File: src/rtl/fractal_sync_pkg.sv
// fractal_sync_pkg
//   Shared constants and types for the fractal sync node register files.
//   - MIN_N_PORTS  : smallest port count a barrier register file supports.
//   - DEF_N_PORTS  : port count of the default node configuration.
//   - port_mask_t  : per-entry arrival mask for the default configuration.
//     Modules with a different port count declare the same shape locally
//     from their own N_PORTS parameter.
package fractal_sync_pkg;

  localparam int unsigned MIN_N_PORTS = 2;
  localparam int unsigned DEF_N_PORTS = 4;

  typedef logic [DEF_N_PORTS-1:0] port_mask_t;

endpackage

File: src/rtl/fractal_sync_mask_rf.sv
// fractal_sync_mask_rf
//   Storage for the barrier arrival masks: N_REGS entries of N_PORTS bits.
//   Ports:
//     i_clk    clock
//     i_rst_n  asynchronous active-low reset, clears every entry
//     i_clear  synchronous flush of every entry (wins over writes)
//     i_we     per-entry write enable
//     i_wdata  per-entry next value, entry r at [r*N_PORTS +: N_PORTS]
//     o_mask   current entries, same packing as i_wdata
module fractal_sync_mask_rf #(
  parameter int unsigned N_REGS  = 4,
  parameter int unsigned N_PORTS = 4
) (
  input  logic                        i_clk,
  input  logic                        i_rst_n,
  input  logic                        i_clear,
  input  logic [N_REGS-1:0]           i_we,
  input  logic [N_REGS*N_PORTS-1:0]   i_wdata,
  output logic [N_REGS*N_PORTS-1:0]   o_mask
);

  logic [N_REGS*N_PORTS-1:0] r_mask;

  always_ff @(posedge i_clk or negedge i_rst_n) begin
    if (!i_rst_n) begin
      r_mask <= '0;
    end else if (i_clear) begin
      r_mask <= '0;
    end else begin
      for (int r = 0; r < int'(N_REGS); r++) begin
        if (i_we[r]) begin
          r_mask[r*N_PORTS +: N_PORTS] <= i_wdata[r*N_PORTS +: N_PORTS];
        end
      end
    end
  end

  assign o_mask = r_mask;

endmodule

File: src/rtl/fractal_sync_np_local_rf.sv
// fractal_sync_np_local_rf
//   N-port local barrier register file. Each entry records which ports have
//   checked in on that barrier ID; the entry completes (and is freed) in the
//   cycle the last participating port arrives. All responses are
//   combinational in the cycle of the check.
//   Ports:
//     clk_i        clock
//     rst_ni       asynchronous active-low reset
//     id_i         barrier ID per port, port i at [i*ID_WIDTH +: ID_WIDTH]
//     check_i      arrival strobe per port
//     part_mask_i  participating ports (change only while pending_o == 0)
//     clear_i      synchronous flush of all entries
//     present_o    entry for id_i[i] already held arrivals before this cycle
//     done_o       this arrival completes the barrier
//     id_err_o     ID out of range, or port not participating
//     dup_err_o    port already checked in on this entry
//     bypass_o     a barrier completed entirely within this cycle
//     pending_o    per-entry "mask is nonzero"
module fractal_sync_np_local_rf
  import fractal_sync_pkg::*;
#(
  parameter int unsigned N_REGS   = 4,
  parameter int unsigned ID_WIDTH = 2,
  parameter int unsigned N_PORTS  = 4
) (
  input  logic                         clk_i,
  input  logic                         rst_ni,
  input  logic [N_PORTS*ID_WIDTH-1:0]  id_i,
  input  logic [N_PORTS-1:0]           check_i,
  input  logic [N_PORTS-1:0]           part_mask_i,
  input  logic                         clear_i,
  output logic [N_PORTS-1:0]           present_o,
  output logic [N_PORTS-1:0]           done_o,
  output logic [N_PORTS-1:0]           id_err_o,
  output logic [N_PORTS-1:0]           dup_err_o,
  output logic                         bypass_o,
  output logic [N_REGS-1:0]            pending_o
);

  if (N_PORTS < MIN_N_PORTS) begin : g_bad_n_ports
    $error("fractal_sync_np_local_rf: N_PORTS must be at least 2");
  end
  if ((2 ** ID_WIDTH) < N_REGS) begin : g_bad_id_width
    $error("fractal_sync_np_local_rf: ID_WIDTH too narrow for N_REGS");
  end

  typedef logic [N_PORTS-1:0] np_mask_t;

  logic [N_REGS*N_PORTS-1:0] w_mask_flat;
  logic [N_REGS*N_PORTS-1:0] w_wdata_flat;
  logic [N_REGS-1:0]         w_we;

  np_mask_t              w_mask    [N_REGS];
  np_mask_t              w_arr     [N_REGS];
  np_mask_t              w_new     [N_REGS];
  logic [N_REGS-1:0]     w_complete;
  logic [ID_WIDTH-1:0]   w_id      [N_PORTS];
  np_mask_t              w_sel     [N_PORTS];
  logic [N_PORTS-1:0]    w_valid;

  for (genvar r = 0; r < N_REGS; r++) begin : g_unpack_mask
    assign w_mask[r] = w_mask_flat[r*N_PORTS +: N_PORTS];
  end
  for (genvar i = 0; i < N_PORTS; i++) begin : g_unpack_id
    assign w_id[i] = id_i[i*ID_WIDTH +: ID_WIDTH];
  end

  // Per-port lookup and error classification. The entry lookup yields 0 for
  // an out-of-range ID, so such a port can never look present or valid.
  always_comb begin
    id_err_o  = '0;
    dup_err_o = '0;
    present_o = '0;
    w_valid   = '0;
    for (int i = 0; i < int'(N_PORTS); i++) begin
      w_sel[i] = '0;
      for (int r = 0; r < int'(N_REGS); r++) begin
        if (int'(w_id[i]) == r) w_sel[i] = w_mask[r];
      end
      id_err_o[i]  = check_i[i] & ((int'(w_id[i]) >= int'(N_REGS)) | ~part_mask_i[i]);
      dup_err_o[i] = check_i[i] & ~id_err_o[i] & w_sel[i][i];
      present_o[i] = check_i[i] & ~id_err_o[i] & (w_sel[i] != '0);
      w_valid[i]   = check_i[i] & ~id_err_o[i] & ~w_sel[i][i];
    end
  end

  // Merge simultaneous arrivals per entry and detect completion.
  always_comb begin
    bypass_o = 1'b0;
    for (int r = 0; r < int'(N_REGS); r++) begin
      w_arr[r] = '0;
      for (int i = 0; i < int'(N_PORTS); i++) begin
        if (w_valid[i] && (int'(w_id[i]) == r)) w_arr[r][i] = 1'b1;
      end
      w_new[r]      = w_mask[r] | w_arr[r];
      w_complete[r] = (w_arr[r] != '0) && ((w_new[r] & part_mask_i) == part_mask_i);
      if (w_complete[r] && (w_mask[r] == '0)) bypass_o = 1'b1;
    end
  end

  // done is only raised for valid ports, whose ID is known to be in range.
  always_comb begin
    done_o = '0;
    for (int i = 0; i < int'(N_PORTS); i++) begin
      for (int r = 0; r < int'(N_REGS); r++) begin
        if (w_valid[i] && (int'(w_id[i]) == r) && w_complete[r]) done_o[i] = 1'b1;
      end
    end
  end

  // Only entries that received arrivals are written; a completing entry is
  // freed instead of storing its full mask. clear_i overrides in storage.
  always_comb begin
    for (int r = 0; r < int'(N_REGS); r++) begin
      w_we[r] = (w_arr[r] != '0);
      w_wdata_flat[r*N_PORTS +: N_PORTS] = w_complete[r] ? '0 : w_new[r];
      pending_o[r] = (w_mask[r] != '0);
    end
  end

  fractal_sync_mask_rf #(
    .N_REGS  (N_REGS),
    .N_PORTS (N_PORTS)
  ) u_mask_rf (
    .i_clk   (clk_i),
    .i_rst_n (rst_ni),
    .i_clear (clear_i),
    .i_we    (w_we),
    .i_wdata (w_wdata_flat),
    .o_mask  (w_mask_flat)
  );

endmodule

File: config.mk
export PLATFORM = sky130hd
export DESIGN_NAME = fractal_sync_np_local_rf
export DESIGN_NICKNAME = d
export VERILOG_FILES = /design/src/rtl/fractal_sync_pkg.sv /design/src/rtl/fractal_sync_mask_rf.sv /design/src/rtl/fractal_sync_np_local_rf.sv
export SDC_FILE = /design/constraint.sdc
export NUM_CORES = 1
export LEC_CHECK = 0
export CORE_AREA = 3 3 62 64
export DETAILED_ROUTE_END_ITERATION = 16
export DIE_AREA = 0 0 65 67
export GPL_TIMING_DRIVEN = 0
export PLACE_DENSITY = 0.85
export SLEW_MARGIN = 10
export SYNTH_ARGS = -nofsm -noshare
export SYNTH_HDL_FRONTEND = slang
export SYNTH_HIERARCHICAL = 1
export SYNTH_SLANG_ARGS = --single-unit
File: constraint.sdc
create_clock -name clk_i -period 3.25 [get_ports clk_i]
set_clock_uncertainty 0.2 [all_clocks]
set_input_delay 0.325 -clock clk_i [delete_from_list [all_inputs] [get_ports clk_i]]
set_output_delay 0.325 -clock clk_i [all_outputs]
set_load 0.01 [all_outputs]
### After elaboration in Yosys (flattened, before gate mapping)

Cells that the tools add are included.

| storage, ports and cells | value |
|---|---|
| bits in registers | 16 |
| input port bits | 19 |
| output and inout bits | 21 |

| cells by class | value |
|---|---|
| eq/ne operators | 16 |
| mux-type cells | 61 |
| bitwise logic cells | 40 |
| reduce and logical (&&, ||, !) cells | 64 |

Operators with widths:

| kind | count |
|---|---|
| two-way mux 4 bit | 24 |
| nonzero test 4 bit | 12 |
| logical AND 1 bit | 40 |
| two-way mux 1 bit | 36 |
| bitwise AND 1 bit | 20 |
| bitwise AND 4 bit | 4 |
| == test 2 bit, second input constant | 8 |
| == test 4 bit | 4 |
| zero test 4 bit | 4 |
| two-way mux 16 bit | 1 |
| OR 4 bit | 4 |
| inverter 1 bit | 12 |
| == test 2 x 1 -> 1 bit, second input constant | 4 |
| zero test 2 bit | 4 |
| nonzero test 2 bit | 4 |

### Logic depth before layout (Yosys ltp)

Gate-level depths: netlist (run 1).

| logic depth | value |
|---|---|
| depth in word-level cells | 18 |
| gate-level depth with buffers | 8 |

### Hierarchy

The synthesis (run 1) kept the hierarchy.

Modules (own cells, without submodules):

| module | instances | cells each | area each (um2) |
|---|---|---|---|
| fractal_sync_np_local_rf | 1 | 179 | 1216.2 |
| fractal_sync_mask_rf | 1 | 54 | 656.9 |

### Least setup slack after synthesis (run 1)

Ideal clock, no wire load.

| timing path | value |
|---|---|
| kind | input to output |
| start point | input id_i[7] |
| end point | output bypass_o |
| arrival | 1.732 ns |
| required time | 2.725 ns |
| slack | 0.993 ns |
| cell stages on the path | 5 |
| cells stage by stage | buf_2 -> nor4_2 -> nor4_1 -> or4_4 -> o221ai_1 |

| between the ends | value |
|---|---|
| longest elaborated chain between the ends | 18 |

Ends and longest elaborated chain:

| what | line | text |
|---|---|---|
| start: declaration | fractal_sync_np_local_rf.sv:28 | `input logic [N_PORTS*ID_WIDTH-1:0] id_i,` |
| zero test 2 bit | fractal_sync_np_local_rf.sv:78, fractal_sync_np_local_rf.sv:93 |  |
| two-way mux 4 bit (4 in series) | fractal_sync_np_local_rf.sv:78 | `if (int'(w_id[i]) == r) w_sel[i] = w_mask[r];` |
| inverter 1 bit | fractal_sync_np_local_rf.sv:83 | `w_valid[i] = check_i[i] & ~id_err_o[i] & ~w_sel[i][i];` |
| bitwise AND 1 bit | fractal_sync_np_local_rf.sv:83 |  |
| logical AND 1 bit | fractal_sync_np_local_rf.sv:93 | `if (w_valid[i] && (int'(w_id[i]) == r)) w_arr[r][i] = 1'b1;` |
| two-way mux 1 bit | fractal_sync_np_local_rf.sv:93 |  |
| OR 4 bit | fractal_sync_np_local_rf.sv:95 | `w_new[r] = w_mask[r] \| w_arr[r];` |
| bitwise AND 4 bit | fractal_sync_np_local_rf.sv:96 | `w_complete[r] = (w_arr[r] != '0) && ((w_new[r] & part_mask_i) == part_mask_i);` |
| == test 4 bit | fractal_sync_np_local_rf.sv:96 |  |
| logical AND 1 bit | fractal_sync_np_local_rf.sv:96 |  |
| logical AND 1 bit | fractal_sync_np_local_rf.sv:97 | `if (w_complete[r] && (w_mask[r] == '0)) bypass_o = 1'b1;` |
| two-way mux 1 bit (3 in series) | fractal_sync_np_local_rf.sv:97 |  |
| two-way mux 1 bit * | fractal_sync_np_local_rf.sv:97 |  |
| end: declaration | fractal_sync_np_local_rf.sv:36 | `output logic bypass_o,` |

Every way passes the cells marked *; elsewhere a longest branch is shown, timed or not.

### Final worst setup path (run 1)

| timing path | value |
|---|---|
| start point | register u_mask_rf.r_mask[10] (netlist: u_mask_rf/o_mask[10]) |
| end point | output present_o[0] |

| between the ends | value |
|---|---|
| longest elaborated chain between the ends | 4 |

Ends and longest elaborated chain:

| what | line | text |
|---|---|---|
| start: declaration | fractal_sync_mask_rf.sv:22 | `logic [N_REGS*N_PORTS-1:0] r_mask;` |
| start signal: indexed assignment | fractal_sync_mask_rf.sv:32 | `r_mask[r*N_PORTS +: N_PORTS] <= i_wdata[r*N_PORTS +: N_PORTS];` |
| two-way mux 4 bit (2 in series) | fractal_sync_np_local_rf.sv:78 |  |
| nonzero test 4 bit | fractal_sync_np_local_rf.sv:82 | `present_o[i] = check_i[i] & ~id_err_o[i] & (w_sel[i] != '0);` |
| bitwise AND 1 bit | fractal_sync_np_local_rf.sv:82 |  |
| end: declaration | fractal_sync_np_local_rf.sv:32 | `output logic [N_PORTS-1:0] present_o,` |

No other way between the ends.

==> impl_metrics.env, run 1 <==
export IMPL_outcome="complete, no violations"
export IMPL_die_w_um=65
export IMPL_p_leak_uw=0.00100
export IMPL_r2r_setup_slack_ns=0.97
export IMPL_mostFrequentLayoutCell="nor2_1"
export IMPL_synthArstFlopShare=1.00
export IMPL_final_net_count=294
export IMPL_slew_headroom=0.394
export IMPL_min_path_type="in2reg"
export IMPL_synth_avg_cell_area_um2=8.04
export IMPL_cap_violations=0
export IMPL_start_kind="flop"
export IMPL_antenna_left=0
export IMPL_tns_ns=0
export IMPL_final_cells=320
export IMPL_hold_violations=0
export IMPL_synth_edf_count=0
export IMPL_clk_latency_ns=0.28
export IMPL_setup_viol=0
export IMPL_ys_flop_type="dfrtp_1"
export IMPL_htree_levels=1
export IMPL_ys_seq_elements=16
export IMPL_cts_root_buf="clkbuf_4"
export IMPL_r2r_cells=6
export IMPL_antenna_cells=0
export IMPL_largest_reg_flops=16
export IMPL_initial_core_util=0.561
export IMPL_drv_slew=0
export IMPL_drtIter0Drc=199
export IMPL_cts_tree="built"
export IMPL_grt_pass1_vias=1891
export IMPL_fmax_ghz=0.327
export IMPL_holdBufCountCts=0
export IMPL_synth_area_um2=1870
export IMPL_dp_cells=312
export IMPL_end_kind="primary output"
export IMPL_worst_endpoint_required_ns=2.72
export IMPL_via_per_inst=6.28
export IMPL_path_max_fanout=6
export IMPL_seq_area_frac_synth=0.214
export IMPL_powerDensity_nw_per_um2=224
export IMPL_syn_inst=233
export IMPL_syn_nets=252
export IMPL_most_common_layout_cells="nor2_1 (30), clkdlybuf4s50_1 (24), mux2i_1 (16), dfrtp_1 (16), nor2b_1 (15)"
export IMPL_cp_arrival_ns=2.54
export IMPL_place_congestion=0.953
export IMPL_synth_area_leaders="dfrtp_1 (21%), mux2i_1 (8.6%), nor2_1 (6.0%)"
export IMPL_wl_per_cell_um=18.4
export IMPL_synth_top_area_cell="dfrtp_1"
export IMPL_worst_slew_pin_slew_ns=0.900
export IMPL_cts_made_buffers=3
export IMPL_grt_pass1_wl_um=9520
export IMPL_coreArea_um2=3340
export IMPL_dieHeight_um=67
export IMPL_synth_top_area_frac=0.214
export IMPL_crit_type="reg2out"
export IMPL_layout_drive_gt1_share=0.168
export IMPL_dieArea_um2=4360
export IMPL_peakVddDrop_uv=305
export IMPL_num_rows=21
export IMPL_grt_max_degree=17
export IMPL_gr_total_overflow=0
export IMPL_worstReg2RegEnd="u_mask_rf/o_mask[3]"
export IMPL_cts_buffer_depth=2
export IMPL_finalCritPeriodShare=0.942
export IMPL_path_clk_slew_ns=0.08
export IMPL_hold_start="clear_i"
export IMPL_synth_cell_type_count=51
export IMPL_area_growth_synth_to_final_pct=28.9
export IMPL_grtUsageTotal=0.291
export IMPL_r2r_start="u_mask_rf/o_mask[0]"
export IMPL_yosysWarnings=6
export IMPL_power_uw=539
export IMPL_dp_hpwl_um=4700
export IMPL_numPortBuffers=33
export IMPL_grt_antenna_before_repair=0
export IMPL_first_pass_iters=4
export IMPL_ioPinCount=40
export IMPL_wl_um=5900
export IMPL_vias=2010
export IMPL_period_minus_slack_ns=3.06
export IMPL_hold_end="u_mask_rf/o_mask[3]"
export IMPL_cts_sinks=16
export IMPL_hold_depth=2
export IMPL_rsz0062_at_grt="false"
export IMPL_drc_errors=0
kinds of logic after synthesis:
group,share of synthesized area
muxes,0.136
DFF,0.214
buffers and inverters,0.0835
and+or+nand+nor,0.352
AOI/OAI and AO/OA,0.215
cells in the mapped netlist, types with 2 or more instances:
master     n
a222oi_1   2
nor2b_1   15
clkbuf_2   6
a21boi_0   2
nor2_1    30
nand3_1   15
o21ai_0    4
nor3_1     5
buf_2      5
nor3b_1    5
a221oi_1   2
nand4b_1   2
o21a_1    13
nand3b_1   8
inv_1     12
nor4_1     7
mux4_2     3
nor4_2     3
a21oi_1    4
or2_2      3
nand2_1   11
o32ai_1    3
buf_6      4
a32oi_1    2
mux2i_1   16
nor4b_1    3
nand2b_1   3
a211oi_1   5
a22oi_1    3
dfrtp_1   16
layer usage:
metal | vias to the layer above | global-route usage | wire, um
li1 | 957 | - | -
met4 | 0 | 0.108 | 142
met5 | - | 0 | 0
met1 | 948 | 0.381 | 2500
met3 | 13 | 0.0455 | 398
met2 | 92 | 0.480 | 2860
stage by stage:
step | instance area, um^2 | setup slack (ns) | util | hold slack [ns]
after floorplan | 1870 | 0.993 | - | -0.171
after global placement | 2260 | -0.285 | 0.678 | 0.394
after detailed placement | 2260 | -0.232 | 0.678 | 0.406
after CTS | 2370 | 0.00175 | 0.711 | 0.0951
after global routing | 2410 | 0.0450 | 0.723 | 0.104
final | 2410 | 0.189 | 0.723 | 0.108
critical path, stage by stage (launching register included):
cell and delay, ns:
dfrtp_1 0.47, nor4_1 0.64, inv_1 0.23, o21ai_0 0.28, a221oi_1 0.13, clkdlybuf4s50_1 0.50
power breakdown:
group	internal [uW]	leakage (uW)	total, uW	switching (uW)
combinational	95.9	0.000758	208	112
clock	68.2	0.0000210	122	54.0
sequential	202	0.000223	210	7.67
total	366	0.00100	539	174
how the worst max path moves through the flow:
stage	startpoint	endpoint	depth (start not counted)
after global routing	u_mask_rf/o_mask[8]	present_o[0]	5
final	u_mask_rf/o_mask[10]	present_o[0]	5
after floorplan	id_i[7]	bypass_o	5
after detailed placement	id_i[2]	bypass_o	7
after CTS	id_i[3]	bypass_o	8
after global placement	check_i[2]	bypass_o	7
timing repair:
item                                    CTS  global route
resized for setup                        15             8
pin swaps                                 2             1
hold endpoints to repair                  0             0
buffers inserted                          3             1
endpoints found under the setup margin    2             2
layout make-up:
class | instances | area [um^2]
Clock buffer | 4 | 36.3
Inverter | 12 | 45.0
Timing Repair Buffer | 37 | 360
Multi-Input combinational cell | 188 | 1400
Buffer | 17 | 114
Fill cell | 280 | 923
Sequential cell | 16 | 400
Tap cell | 46 | 57.6
(Power assumes the default switching activity.)
==> run 2, diff against run 1 <==
--- a/config.mk
+++ b/config.mk
@@ -5,12 +5,11 @@
 export SDC_FILE = /design/constraint.sdc
 export NUM_CORES = 1
 export LEC_CHECK = 0
-export CORE_AREA = 3 3 62 64
+export CORE_AREA = 3 3 70 72
 export DETAILED_ROUTE_END_ITERATION = 16
-export DIE_AREA = 0 0 65 67
+export DIE_AREA = 0 0 73 75
 export GPL_TIMING_DRIVEN = 0
-export PLACE_DENSITY = 0.85
-export SLEW_MARGIN = 10
+export PLACE_DENSITY = 0.68
 export SYNTH_ARGS = -nofsm -noshare
 export SYNTH_HDL_FRONTEND = slang
 export SYNTH_HIERARCHICAL = 1
==> impl_metrics.env, run 2 (synthesized netlist as in run 1, its figures left out) <==
export IMPL_cts_buffer_depth=2
export IMPL_first_pass_iters=5
export IMPL_cts_tree="built"
export IMPL_clk_latency_ns=0.24
export IMPL_wl_per_cell_um=18.5
export IMPL_dp_hpwl_um=4680
export IMPL_dieArea_um2=5480
export IMPL_period_minus_slack_ns=3.09
export IMPL_cts_sinks=16
export IMPL_max_stage_delay_ns=0.65
export IMPL_drtIter0Drc=323
export IMPL_grt_antenna_before_repair=0
export IMPL_numPortBuffers=33
export IMPL_ioPinCount=40
export IMPL_path_clk_slew_ns=0.05
export IMPL_p_leak_uw=0.000991
export IMPL_via_per_inst=6.21
export IMPL_path_max_fanout=6
export IMPL_num_rows=24
export IMPL_crit_chain="nor4_1 -> inv_1 -> o21ai_0 -> a221oi_1 -> clkdlybuf4s50_1"
export IMPL_fmax_ghz=0.323
export IMPL_slew_headroom=0.403
export IMPL_dp_cells=318
export IMPL_grt_max_degree=17
export IMPL_htree_levels=1
export IMPL_holdBufCountCts=0
export IMPL_crit_type="reg2out"
export IMPL_hold_violations=0
export IMPL_grt_pass1_vias=1942
export IMPL_grtUsageTotal=0.228
export IMPL_cts_made_buffers=3
export IMPL_gr_total_overflow=0
export IMPL_rsz0062_at_grt="false"
export IMPL_grt_pass1_wl_um=9630
export IMPL_outcome="complete, no violations"
export IMPL_antenna_cells=0
export IMPL_layout_drive_gt1_share=0.154
export IMPL_most_common_layout_cells="nor2_1 (30), clkdlybuf4s50_1 (25), mux2i_1 (16), dfrtp_1 (16), nor2b_1 (15)"
export IMPL_final_cells=325
export IMPL_mostFrequentLayoutCell="nor2_1"
export IMPL_drv_slew=0
export IMPL_vias=2019
export IMPL_worst_slew_pin_slew_ns=0.887
export IMPL_crit_slowest_cell="nor4_1"
export IMPL_setup_viol=0
export IMPL_peakVddDrop_uv=240
export IMPL_place_congestion=0.985
export IMPL_area_growth_synth_to_final_pct=28.6
export IMPL_cp_arrival_ns=2.57
export IMPL_tns_ns=0
export IMPL_coreArea_um2=4350
export IMPL_cap_violations=0
export IMPL_wl_um=6020
export IMPL_worst_endpoint_required_ns=2.72
export IMPL_start_kind="flop"
export IMPL_die_w_um=73
export IMPL_final_net_count=294
export IMPL_powerDensity_nw_per_um2=231
export IMPL_antenna_left=0
export IMPL_cts_root_buf="clkbuf_8"
export IMPL_initial_core_util=0.430
export IMPL_drc_errors=0
export IMPL_finalCritPeriodShare=0.951
export IMPL_largest_reg_flops=16
export IMPL_min_path_type="in2reg"
export IMPL_end_kind="primary output"
export IMPL_dieHeight_um=75
-- run 2: cell types whose count changed in the layout (fill, tap and decap cells not counted), sizes merged --
cell	previous run	this run
buf	14	13
clkdlybuf4s50	24	25
dlymetal6s2s	3	2
-- run 2: repair_timing --
action                                  in CTS  in global routing
pin swaps                                    2                  2
endpoints found under the setup margin       2                  2
setup buffers                                2                  2
gates resized for setup                     16                  4
-- run 2: final timing paths --
check	startpoint	endpoint	slack, ns	cells after the start
max	u_mask_rf/o_mask[10]	present_o[0]	0.16	5
min	clear_i	u_mask_rf/o_mask[11]	0.17	2
max reg2reg	u_mask_rf/o_mask[3]	u_mask_rf/o_mask[0]	1.03	6
min reg2reg	u_mask_rf/o_mask[9]	u_mask_rf/o_mask[9]	0.45	2
max in group asynchronous	rst_ni	u_mask_rf/o_mask[7]	2.13	1
min in group asynchronous	rst_ni	u_mask_rf/o_mask[8]	0.29	1
-- run 2: power by group --
part           internal [uW]  total [uW]  switching, uW
combinational           95.2         208            112
clock                   81.8         138           56.3
sequential               202         210           7.42
total                    379         556            176
-- run 2: routing by layer --
| layer | wire [um] | vias up | GRT usage |
|---|---|---|---|
| li1 | - | 950 | - |
| met1 | 2680 | 937 | 0.313 |
| met2 | 2630 | 100 | 0.339 |
| met3 | 371 | 32 | 0.0240 |
| met4 | 340 | 0 | 0.156 |
| met5 | 0 | - | 0 |
-- run 2: worst max-delay path, delay by kind of cell (launching register included) --
family | cells | cell delay [ns]
buffers and inverters | 2 | 0.73
DFF | 1 | 0.45
AOI/OAI and AO/OA | 2 | 0.50
and+or+nand+nor | 1 | 0.65
-- run 2: area by class of cell --
cell class,instances,area [um^2]
fill,433,1950
multi-input combinational,188,1380
sequential,16,400
timing repair buffer,37,358
buffer,17,116
tap,52,65.1
inverter,12,45.0
clock buffer,3,41.3
-- run 2: metrics by stage --
| stage | utilization | cell area, um^2 | worst slack [ns] | hold WS (ns) | total power [uW] |
|---|---|---|---|---|---|
| 2_1_floorplan | - | 1870 | 0.993 | -0.171 | 334 |
| 3_3_place_gp | 0.521 | 2270 | -0.322 | 0.418 | 408 |
| 3_5_place_dp | 0.521 | 2270 | -0.306 | 0.417 | 410 |
| 4_1_cts | 0.547 | 2380 | 0.00721 | 0.163 | 559 |
| 5_1_grt | 0.553 | 2410 | 0.0242 | 0.193 | 588 |
| 6_report | 0.553 | 2410 | 0.158 | 0.168 | 556 |
